===== config.mk =====
export PLATFORM = sky130hd
export DESIGN_NAME = hex_search_controller
export DESIGN_NICKNAME = d
export VERILOG_FILES = /design/src/rtl/me_pkg.sv /design/src/rtl/hex_pattern_rom.sv /design/src/rtl/hex_search_controller.sv
export SDC_FILE = /design/constraint.sdc
export NUM_CORES = 1
export LEC_CHECK = 0
export CAP_MARGIN = 20
export CORE_MARGIN = 10
export CORE_UTILIZATION = 50
export DETAILED_ROUTE_END_ITERATION = 12
export GPL_TIMING_DRIVEN = 0
export PLACE_DENSITY_LB_ADDON = 0.3
export SLEW_MARGIN = 10
export SYNTH_ARGS = -nofsm -noshare
export SYNTH_HDL_FRONTEND = slang
export SYNTH_SLANG_ARGS = --single-unit

===== constraint.sdc =====
create_clock -name clk -period 11.95 [get_ports clk]
set_input_delay 2.39 -clock clk [delete_from_list [all_inputs] [get_ports clk]]
set_output_delay 2.39 -clock clk [all_outputs]
set_load 0.02 [all_outputs]

===== src/rtl/me_pkg.sv =====
// Shared constants, state encoding and search-pattern offset tables for the
// hexagonal-search motion-estimation sequencer.
package me_pkg;

    localparam int NUM_MB       = 36;
    localparam int MB_W         = 6;
    localparam int COORD_W      = 7;
    localparam int SEARCH_RANGE = 8;
    localparam int SAD_W        = 16;
    localparam int MAX_ITER     = 8;
    localparam int ITER_W       = 3;
    localparam int MV_W         = 5;
    // Candidate arithmetic width: one bit for the sign, one for the carry past
    // the coordinate range, so edge-of-frame candidates can be detected.
    localparam int EXT_W        = COORD_W + 2;
    localparam int PAT_N        = 6;

    typedef enum logic [2:0] {
        ST_IDLE   = 3'd0,
        ST_FETCH  = 3'd1,
        ST_EVAL_C = 3'd2,
        ST_LHEX   = 3'd3,
        ST_SHEX   = 3'd4,
        ST_OUT    = 3'd5,
        ST_DONE   = 3'd6
    } state_e;

    // Large hexagon, visited in this order around the pass centre.
    localparam logic signed [2:0] LHEX_DX [PAT_N] = '{3'sd2, 3'sd1, -3'sd1, -3'sd2, -3'sd1, 3'sd1};
    localparam logic signed [2:0] LHEX_DY [PAT_N] = '{3'sd0, 3'sd2, 3'sd2, 3'sd0, -3'sd2, -3'sd2};
    // Small diamond finish.
    localparam logic signed [2:0] SHEX_DX [4] = '{3'sd1, 3'sd0, -3'sd1, 3'sd0};
    localparam logic signed [2:0] SHEX_DY [4] = '{3'sd0, 3'sd1, 3'sd0, -3'sd1};

    localparam logic [2:0] LHEX_LAST = 3'd5;
    localparam logic [2:0] SHEX_LAST = 3'd3;

endpackage


===== src/rtl/hex_pattern_rom.sv =====
// Combinational lookup of one search-pattern offset: pattern select and
// point index in, (dx,dy) and the pattern's last valid index out.
module hex_pattern_rom
    import me_pkg::*;
(
    input  logic              pattern_sel_i,  // 0: large hexagon, 1: small diamond
    input  logic [2:0]        idx_i,
    output logic signed [2:0] dx_o,
    output logic signed [2:0] dy_o,
    output logic [2:0]        last_idx_o
);

    // Table lookup; indices past the end of a pattern return a zero offset.
    always_comb begin
        dx_o       = '0;
        dy_o       = '0;
        last_idx_o = LHEX_LAST;
        if (pattern_sel_i) begin
            last_idx_o = SHEX_LAST;
            if (idx_i <= SHEX_LAST) begin
                dx_o = SHEX_DX[idx_i[1:0]];
                dy_o = SHEX_DY[idx_i[1:0]];
            end
        end else if (idx_i <= LHEX_LAST) begin
            dx_o = LHEX_DX[idx_i];
            dy_o = LHEX_DY[idx_i];
        end
    end

endmodule


===== src/rtl/hex_search_controller.sv =====
// Per-frame hexagonal-search sequencer: walks the macroblocks of a frame,
// runs large-hexagon refinement then a small-diamond finish against an
// external SAD unit, and emits one motion vector per macroblock.
//
// Handshakes: sad_req/cand_x/cand_y are registered and held until a cycle
// with sad_req=1 and sad_valid=1 (the accept); the next candidate appears on
// the cycle after the accept. mv_valid/mv_*/best_sad are held until a cycle
// with mv_valid=1 and mv_ready=1. sad_valid is ignored while sad_req=0.
module hex_search_controller
    import me_pkg::*;
(
    input  logic               clk,
    input  logic               rst_n,
    input  logic               start,
    output logic [MB_W-1:0]    mb_counter,
    input  logic [COORD_W-1:0] x_centre,
    input  logic [COORD_W-1:0] y_centre,
    output logic [COORD_W-1:0] cand_x,
    output logic [COORD_W-1:0] cand_y,
    output logic               sad_req,
    input  logic               sad_valid,
    input  logic [SAD_W-1:0]   sad_value,
    output logic [MV_W-1:0]    mv_x,
    output logic [MV_W-1:0]    mv_y,
    output logic [SAD_W-1:0]   best_sad,
    output logic               mv_valid,
    input  logic               mv_ready,
    output logic               busy,
    output logic               frame_done,
    output logic [2:0]         dbg_state
);

    localparam logic signed [EXT_W-1:0] RANGE_POS = EXT_W'(SEARCH_RANGE);
    localparam logic signed [EXT_W-1:0] RANGE_NEG = -RANGE_POS;
    localparam logic signed [EXT_W-1:0] COORD_MAX = EXT_W'((1 << COORD_W) - 1);
    localparam logic [ITER_W-1:0]       ITER_LAST = ITER_W'(MAX_ITER - 1);

    state_e               state_q;
    logic [MB_W-1:0]      mb_q;
    logic [COORD_W-1:0]   ref_x_q, ref_y_q;
    logic [COORD_W-1:0]   best_x_q, best_y_q;
    logic [COORD_W-1:0]   pat_x_q, pat_y_q;   // centre of the current pattern pass
    logic [COORD_W-1:0]   cand_x_q, cand_y_q;
    logic [SAD_W-1:0]     best_sad_q;
    logic [ITER_W-1:0]    iter_q;
    logic [2:0]           idx_q;              // first pattern index not yet issued
    logic                 sad_req_q;
    logic                 mv_valid_q;
    logic [MV_W-1:0]      mv_x_q, mv_y_q;
    logic                 busy_q;
    logic                 frame_done_q;

    logic                 pattern_sel;
    logic signed [2:0]    rom_dx   [PAT_N];
    logic signed [2:0]    rom_dy   [PAT_N];
    logic [2:0]           rom_last [PAT_N];

    assign pattern_sel = (state_q == ST_SHEX);

    // One ROM port per pattern point so every point can be range-checked in
    // the same cycle; out-of-range points are then skipped without a bubble.
    for (genvar k = 0; k < PAT_N; k++) begin : g_rom
        hex_pattern_rom u_rom (
            .pattern_sel_i (pattern_sel),
            .idx_i         (3'(k)),
            .dx_o          (rom_dx[k]),
            .dy_o          (rom_dy[k]),
            .last_idx_o    (rom_last[k])
        );
    end

    logic signed [EXT_W-1:0] pt_x [PAT_N];
    logic signed [EXT_W-1:0] pt_y [PAT_N];
    logic signed [EXT_W-1:0] off_x [PAT_N];
    logic signed [EXT_W-1:0] off_y [PAT_N];
    logic                    pt_ok [PAT_N];
    logic                    scan_found;
    logic [2:0]              scan_idx;
    logic [COORD_W-1:0]      scan_x, scan_y;

    // Find the lowest pending pattern point that lies inside the search window.
    always_comb begin
        scan_found = 1'b0;
        scan_idx   = '0;
        scan_x     = '0;
        scan_y     = '0;
        for (int k = 0; k < PAT_N; k++) begin
            pt_x[k]  = $signed({2'b00, pat_x_q}) + $signed({{(EXT_W-3){rom_dx[k][2]}}, rom_dx[k]});
            pt_y[k]  = $signed({2'b00, pat_y_q}) + $signed({{(EXT_W-3){rom_dy[k][2]}}, rom_dy[k]});
            off_x[k] = pt_x[k] - $signed({2'b00, ref_x_q});
            off_y[k] = pt_y[k] - $signed({2'b00, ref_y_q});
            pt_ok[k] = (3'(k) >= idx_q) && (3'(k) <= rom_last[k])
                    && (off_x[k] >= RANGE_NEG) && (off_x[k] <= RANGE_POS)
                    && (off_y[k] >= RANGE_NEG) && (off_y[k] <= RANGE_POS)
                    && (pt_x[k] >= '0) && (pt_x[k] <= COORD_MAX)
                    && (pt_y[k] >= '0) && (pt_y[k] <= COORD_MAX);
        end
        for (int k = PAT_N - 1; k >= 0; k--) begin
            if (pt_ok[k]) begin
                scan_found = 1'b1;
                scan_idx   = 3'(k);
                scan_x     = pt_x[k][COORD_W-1:0];
                scan_y     = pt_y[k][COORD_W-1:0];
            end
        end
    end

    logic               accept;
    logic               better;
    logic [COORD_W-1:0] best_nx_x, best_nx_y;
    logic [SAD_W-1:0]   best_nx_sad;
    logic               pass_moved;
    logic [MV_W-1:0]    mv_nx_x, mv_nx_y;

    // Best point including the result being accepted this cycle. The centre
    // result always replaces the all-ones seed; later points need strictly lower.
    always_comb begin
        accept      = sad_req_q & sad_valid;
        better      = accept & ((state_q == ST_EVAL_C) | (sad_value < best_sad_q));
        best_nx_x   = better ? cand_x_q  : best_x_q;
        best_nx_y   = better ? cand_y_q  : best_y_q;
        best_nx_sad = better ? sad_value : best_sad_q;
        pass_moved  = (best_nx_x != pat_x_q) | (best_nx_y != pat_y_q);
        // The window bound keeps the difference within 5-bit two's complement.
        mv_nx_x     = MV_W'(best_nx_x) - MV_W'(ref_x_q);
        mv_nx_y     = MV_W'(best_nx_y) - MV_W'(ref_y_q);
    end

    // Search sequencer with all outputs registered.
    always_ff @(posedge clk or negedge rst_n) begin
        if (!rst_n) begin
            state_q      <= ST_IDLE;
            mb_q         <= '0;
            ref_x_q      <= '0;
            ref_y_q      <= '0;
            best_x_q     <= '0;
            best_y_q     <= '0;
            pat_x_q      <= '0;
            pat_y_q      <= '0;
            cand_x_q     <= '0;
            cand_y_q     <= '0;
            best_sad_q   <= '0;
            iter_q       <= '0;
            idx_q        <= '0;
            sad_req_q    <= 1'b0;
            mv_valid_q   <= 1'b0;
            mv_x_q       <= '0;
            mv_y_q       <= '0;
            busy_q       <= 1'b0;
            frame_done_q <= 1'b0;
        end else begin
            case (state_q)
                ST_IDLE: begin
                    if (start) begin
                        busy_q  <= 1'b1;
                        mb_q    <= '0;
                        state_q <= ST_FETCH;
                    end
                end
                ST_FETCH: begin
                    ref_x_q    <= x_centre;
                    ref_y_q    <= y_centre;
                    best_x_q   <= x_centre;
                    best_y_q   <= y_centre;
                    pat_x_q    <= x_centre;
                    pat_y_q    <= y_centre;
                    cand_x_q   <= x_centre;
                    cand_y_q   <= y_centre;
                    best_sad_q <= '1;
                    iter_q     <= '0;
                    idx_q      <= '0;
                    sad_req_q  <= 1'b1;
                    state_q    <= ST_EVAL_C;
                end
                ST_EVAL_C, ST_LHEX, ST_SHEX: begin
                    if (!sad_req_q || sad_valid) begin
                        best_x_q   <= best_nx_x;
                        best_y_q   <= best_nx_y;
                        best_sad_q <= best_nx_sad;
                        if (scan_found) begin
                            cand_x_q  <= scan_x;
                            cand_y_q  <= scan_y;
                            sad_req_q <= 1'b1;
                            idx_q     <= scan_idx + 3'd1;
                            if (state_q == ST_EVAL_C) begin
                                state_q <= ST_LHEX;
                            end
                        end else begin
                            // Pass finished: recentre on the best point found so far.
                            sad_req_q <= 1'b0;
                            idx_q     <= '0;
                            pat_x_q   <= best_nx_x;
                            pat_y_q   <= best_nx_y;
                            if (state_q == ST_SHEX) begin
                                mv_x_q     <= mv_nx_x;
                                mv_y_q     <= mv_nx_y;
                                mv_valid_q <= 1'b1;
                                state_q    <= ST_OUT;
                            end else if (pass_moved && (iter_q < ITER_LAST)) begin
                                iter_q  <= iter_q + ITER_W'(1);
                                state_q <= ST_LHEX;
                            end else begin
                                state_q <= ST_SHEX;
                            end
                        end
                    end
                end
                ST_OUT: begin
                    if (mv_ready) begin
                        mv_valid_q <= 1'b0;
                        if (mb_q == MB_W'(NUM_MB - 1)) begin
                            frame_done_q <= 1'b1;
                            state_q      <= ST_DONE;
                        end else begin
                            mb_q    <= mb_q + MB_W'(1);
                            state_q <= ST_FETCH;
                        end
                    end
                end
                ST_DONE: begin
                    frame_done_q <= 1'b0;
                    busy_q       <= 1'b0;
                    mb_q         <= '0;
                    state_q      <= ST_IDLE;
                end
                default: state_q <= ST_IDLE;
            endcase
        end
    end

    assign mb_counter = mb_q;
    assign cand_x     = cand_x_q;
    assign cand_y     = cand_y_q;
    assign sad_req    = sad_req_q;
    assign mv_x       = mv_x_q;
    assign mv_y       = mv_y_q;
    assign best_sad   = best_sad_q;
    assign mv_valid   = mv_valid_q;
    assign busy       = busy_q;
    assign frame_done = frame_done_q;
    assign dbg_state  = state_q;

endmodule


==> run_results.csv <==
group,metric,value,unit
outcome,status,"finished clean",
clock_network,post_cts_buffers,0,
floorplan,die_h,173,microns
timing,hold_viol,0,
placement,place_area,13000,sq um
timing,finalMaxSlewViolations,0,
clock_network,htree_levels,3,
final_layout,nets,1712,
timing,slew_headroom,21.5,%
worst_setup_path,end_kind,"flip-flop",
global_routing,antenna_found_initial,0,
synthesis,synthMuxAreaShare,3.83,%
synthesis,synth-seq-cells,101,
placement,finalWeightedCongestion,1.02,
synthesis,syn-num-nets,1613,
synthesis,synth_fa_ha_area_share,15.9,%
drt,antenna_left,0,
floorplan,core,22800,sq um
final_layout,final_cell_mix,"ha_1 (120), nor2_1 (110), o21ai_0 (103)",
final_layout,finalInstanceArea,13300,sq um
timing,setup_violations,0,
floorplan,top_level_ports,88,
clock_network,clk_pin_slew_worst_paths,0.08,ns
synthesis,synth_compound_area_share,25.9,%
timing,period_share,61.7,%
clock_network,cts_hold_buf,0,
drt,wl_per_cell,20.8,microns
clock_network,clk_latency,0.36,ns
clock_network,cts_resized,0,
synthesis,synth_top_family_by_area,"compound AO/OA/AOI/OAI gates",
final_layout,diodes,0,
final_layout,fin_cells,1857,
timing,post-route-min-period,7.37,ns
drt,drc,0,
synthesis,ys.flop_type,"dfrtp_1",
floorplan,start_util,51.2,%
final_layout,final_common_cell,"ha_1",
timing,timing.fmax,0.136,GHz
clock_network,cts_buffer_depth,2,
timing,fin_worst_skew,0.00938,ns
final_layout,drive_above_1_share,4.79,%
synthesis,synth-simple-area-share,19.2,%
job,drv_cap,0,
synthesis,yosys_warnings,0,
timing,setup-tns-final,0,ns
placement,dp.cells,1841,
floorplan,die_area,29900,sq um
clock_network,clock_sinks,101,
worst_setup_path,crit_arrival,7.66,ns
floorplan,die_width,173,microns
timing,worstMarginPinSlew,1.17,ns
global_routing,first_global_vias,11600,
clock_network,cts_tree,"yes",
placement,io_buffers,87,
worst_hold_path,min_path_type,"flip-flop to flip-flop",
synthesis,ys_seq_area_share,21.6,%
worst_setup_path,required,12.24,ns
synthesis,synth_edf_count,0,
synthesis,synth_cell_types,77,
drt,viasPerCell,6.38,
floorplan,rows,55,
synthesis,syn_area,11700,sq um
worst_setup_path,crit_fanout,28,
clock_network,root_buffer,"clkbuf_16",
synthesis,syn-mean-instance-area,8.12,sq um
drt,drt_pass1_iterations,5,
global_routing,grt_pass1_wl,62.0,mm
global_routing,grt_usage,25.0,%
drt,num_vias,11800,
synthesis,async_flop_share,100,%
synthesis,synth_xor_xnor_area_share,8.47,%
global_routing,grt_max_degree,53,
global_routing,grt-ovfl-total,0,
timing,grt_setup_unrepaired,"false",
drt,first_iter_violations,1264,
synthesis,syn-instance-count,1440,
drt,finalWirelength,38.7,mm
placement,dp_hpwl,30.4,mm
worst_setup_path,path_class,"flip-flop to flip-flop",
worst_setup_path,r2r_setup_slack,4.58,ns
clock_network,cts_buffers,9,
worst_setup_path,cp-start-kind,"flip-flop",
final_layout,area_delta_synth_final,13.7,%
-- stage by stage --
stage                     hold slack [ns]  setup WS (ns)  utilization [%]
after floorplan                     0.468           5.90                -
after global placement              0.492           4.56             56.7
after detailed placement            0.495           4.65             56.8
after CTS                           0.513           4.88             58.2
after global routing                0.531           4.38             58.2
final                               0.504           4.58             58.2
-- registers in the layout, summed over array words and instances, names as in the netlist, 3 cells and up --
| signal | count |
|---|---|
| cand_y | 7 |
| cand_x | 7 |
| mv_x | 5 |
| best_x_q | 7 |
| pat_x_q | 7 |
| dbg_state | 3 |
| pat_y_q | 7 |
| ref_x_q | 7 |
| ref_y_q | 7 |
| idx_q | 3 |
| mv_y | 5 |
| best_y_q | 7 |
| iter_q | 3 |
| mb_counter | 6 |
| best_sad | 16 |
-- per-layer routing --
| layer | share of wire (%) | wire length [microns] | vias up | GRT usage (%) |
|---|---|---|---|---|
| li1 | - | - | 5518 | - |
| met1 | 42 | 16200 | 5639 | 31.3 |
| met2 | 46 | 17900 | 585 | 41.2 |
| met3 | 8.2 | 3190 | 98 | 4.68 |
| met4 | 3.7 | 1450 | 0 | 10.7 |
| met5 | 0 | 0 | - | 0 |
-- Yosys cell counts, types with 22 or more instances --
cell | instances | share of area, %
xor2_1 | 41 | 3.1
inv_1 | 94 | 3.0
nand2_1 | 97 | 3.1
nor3_1 | 42 | 1.8
nand3_1 | 38 | 1.6
clkbuf_1 | 43 | 1.4
ha_1 | 120 | 13
xnor2_1 | 72 | 5.4
dfrtp_1 | 101 | 22
nor2b_1 | 27 | 1.4
o21ai_0 | 103 | 4.4
nand2b_1 | 22 | 1.2
nor2_1 | 110 | 3.5
a21oi_1 | 93 | 4.0
mux2i_1 | 29 | 2.5
a21o_1 | 31 | 2.0
-- layout make-up --
| type | instances | area [sq um] |
|---|---|---|
| inverter | 94 | 353 |
| clock inverter | 6 | 76.3 |
| buffer | 56 | 234 |
| clock buffer | 10 | 239 |
| timing repair buffer | 88 | 900 |
| multi-input combinational | 1189 | 8580 |
| sequential | 101 | 2530 |
| tap | 313 | 392 |
| fill | 2085 | 9550 |
-- path summary, 6_finish.rpt --
path,startpoint,end,cells after the start
hold / removal,mv_y[4],mv_y[4],1
setup reg to reg,dbg_state[2],pat_x_q[5],20
hold reg to reg,mv_y[4],mv_y[4],1
setup / recovery,dbg_state[2],pat_x_q[5],20
min in group asynchronous,rst_n,mb_counter[1],1
max in group asynchronous,rst_n,pat_y_q[2],2
-- kinds of logic after synthesis --
family / count (synthesis)
buffers and inverters: 150
AND/OR/NAND/NOR: 449
AO/OA/AOI/OAI: 446
multiplexers: 43
flip-flops: 101
adder cells (fa/ha/maj): 138
XOR/XNOR: 113
-- critical path, stage by stage (launching register included) --
cell and delay, ns:
dfrtp_1 0.38, buf_2 0.17, or3b_1 0.26, buf_2 0.22
buf_2 0.61, ha_1 0.44, ha_1 0.27, xor2_1 0.32
ha_1 0.34, a211oi_1 0.42, o21bai_1 0.13, a21oi_1 0.26
mux2_2 0.37, o2111a_1 0.12, mux2i_1 0.57, nor2_1 0.31
o21ai_1 0.64, nand3_1 0.21, a21oi_1 0.65, buf_2 0.38
o22a_1 0.22
Power is left out: the tool's default activity adds up to more than one toggle a clock period on the data nets, which glitch-free logic cannot reach.
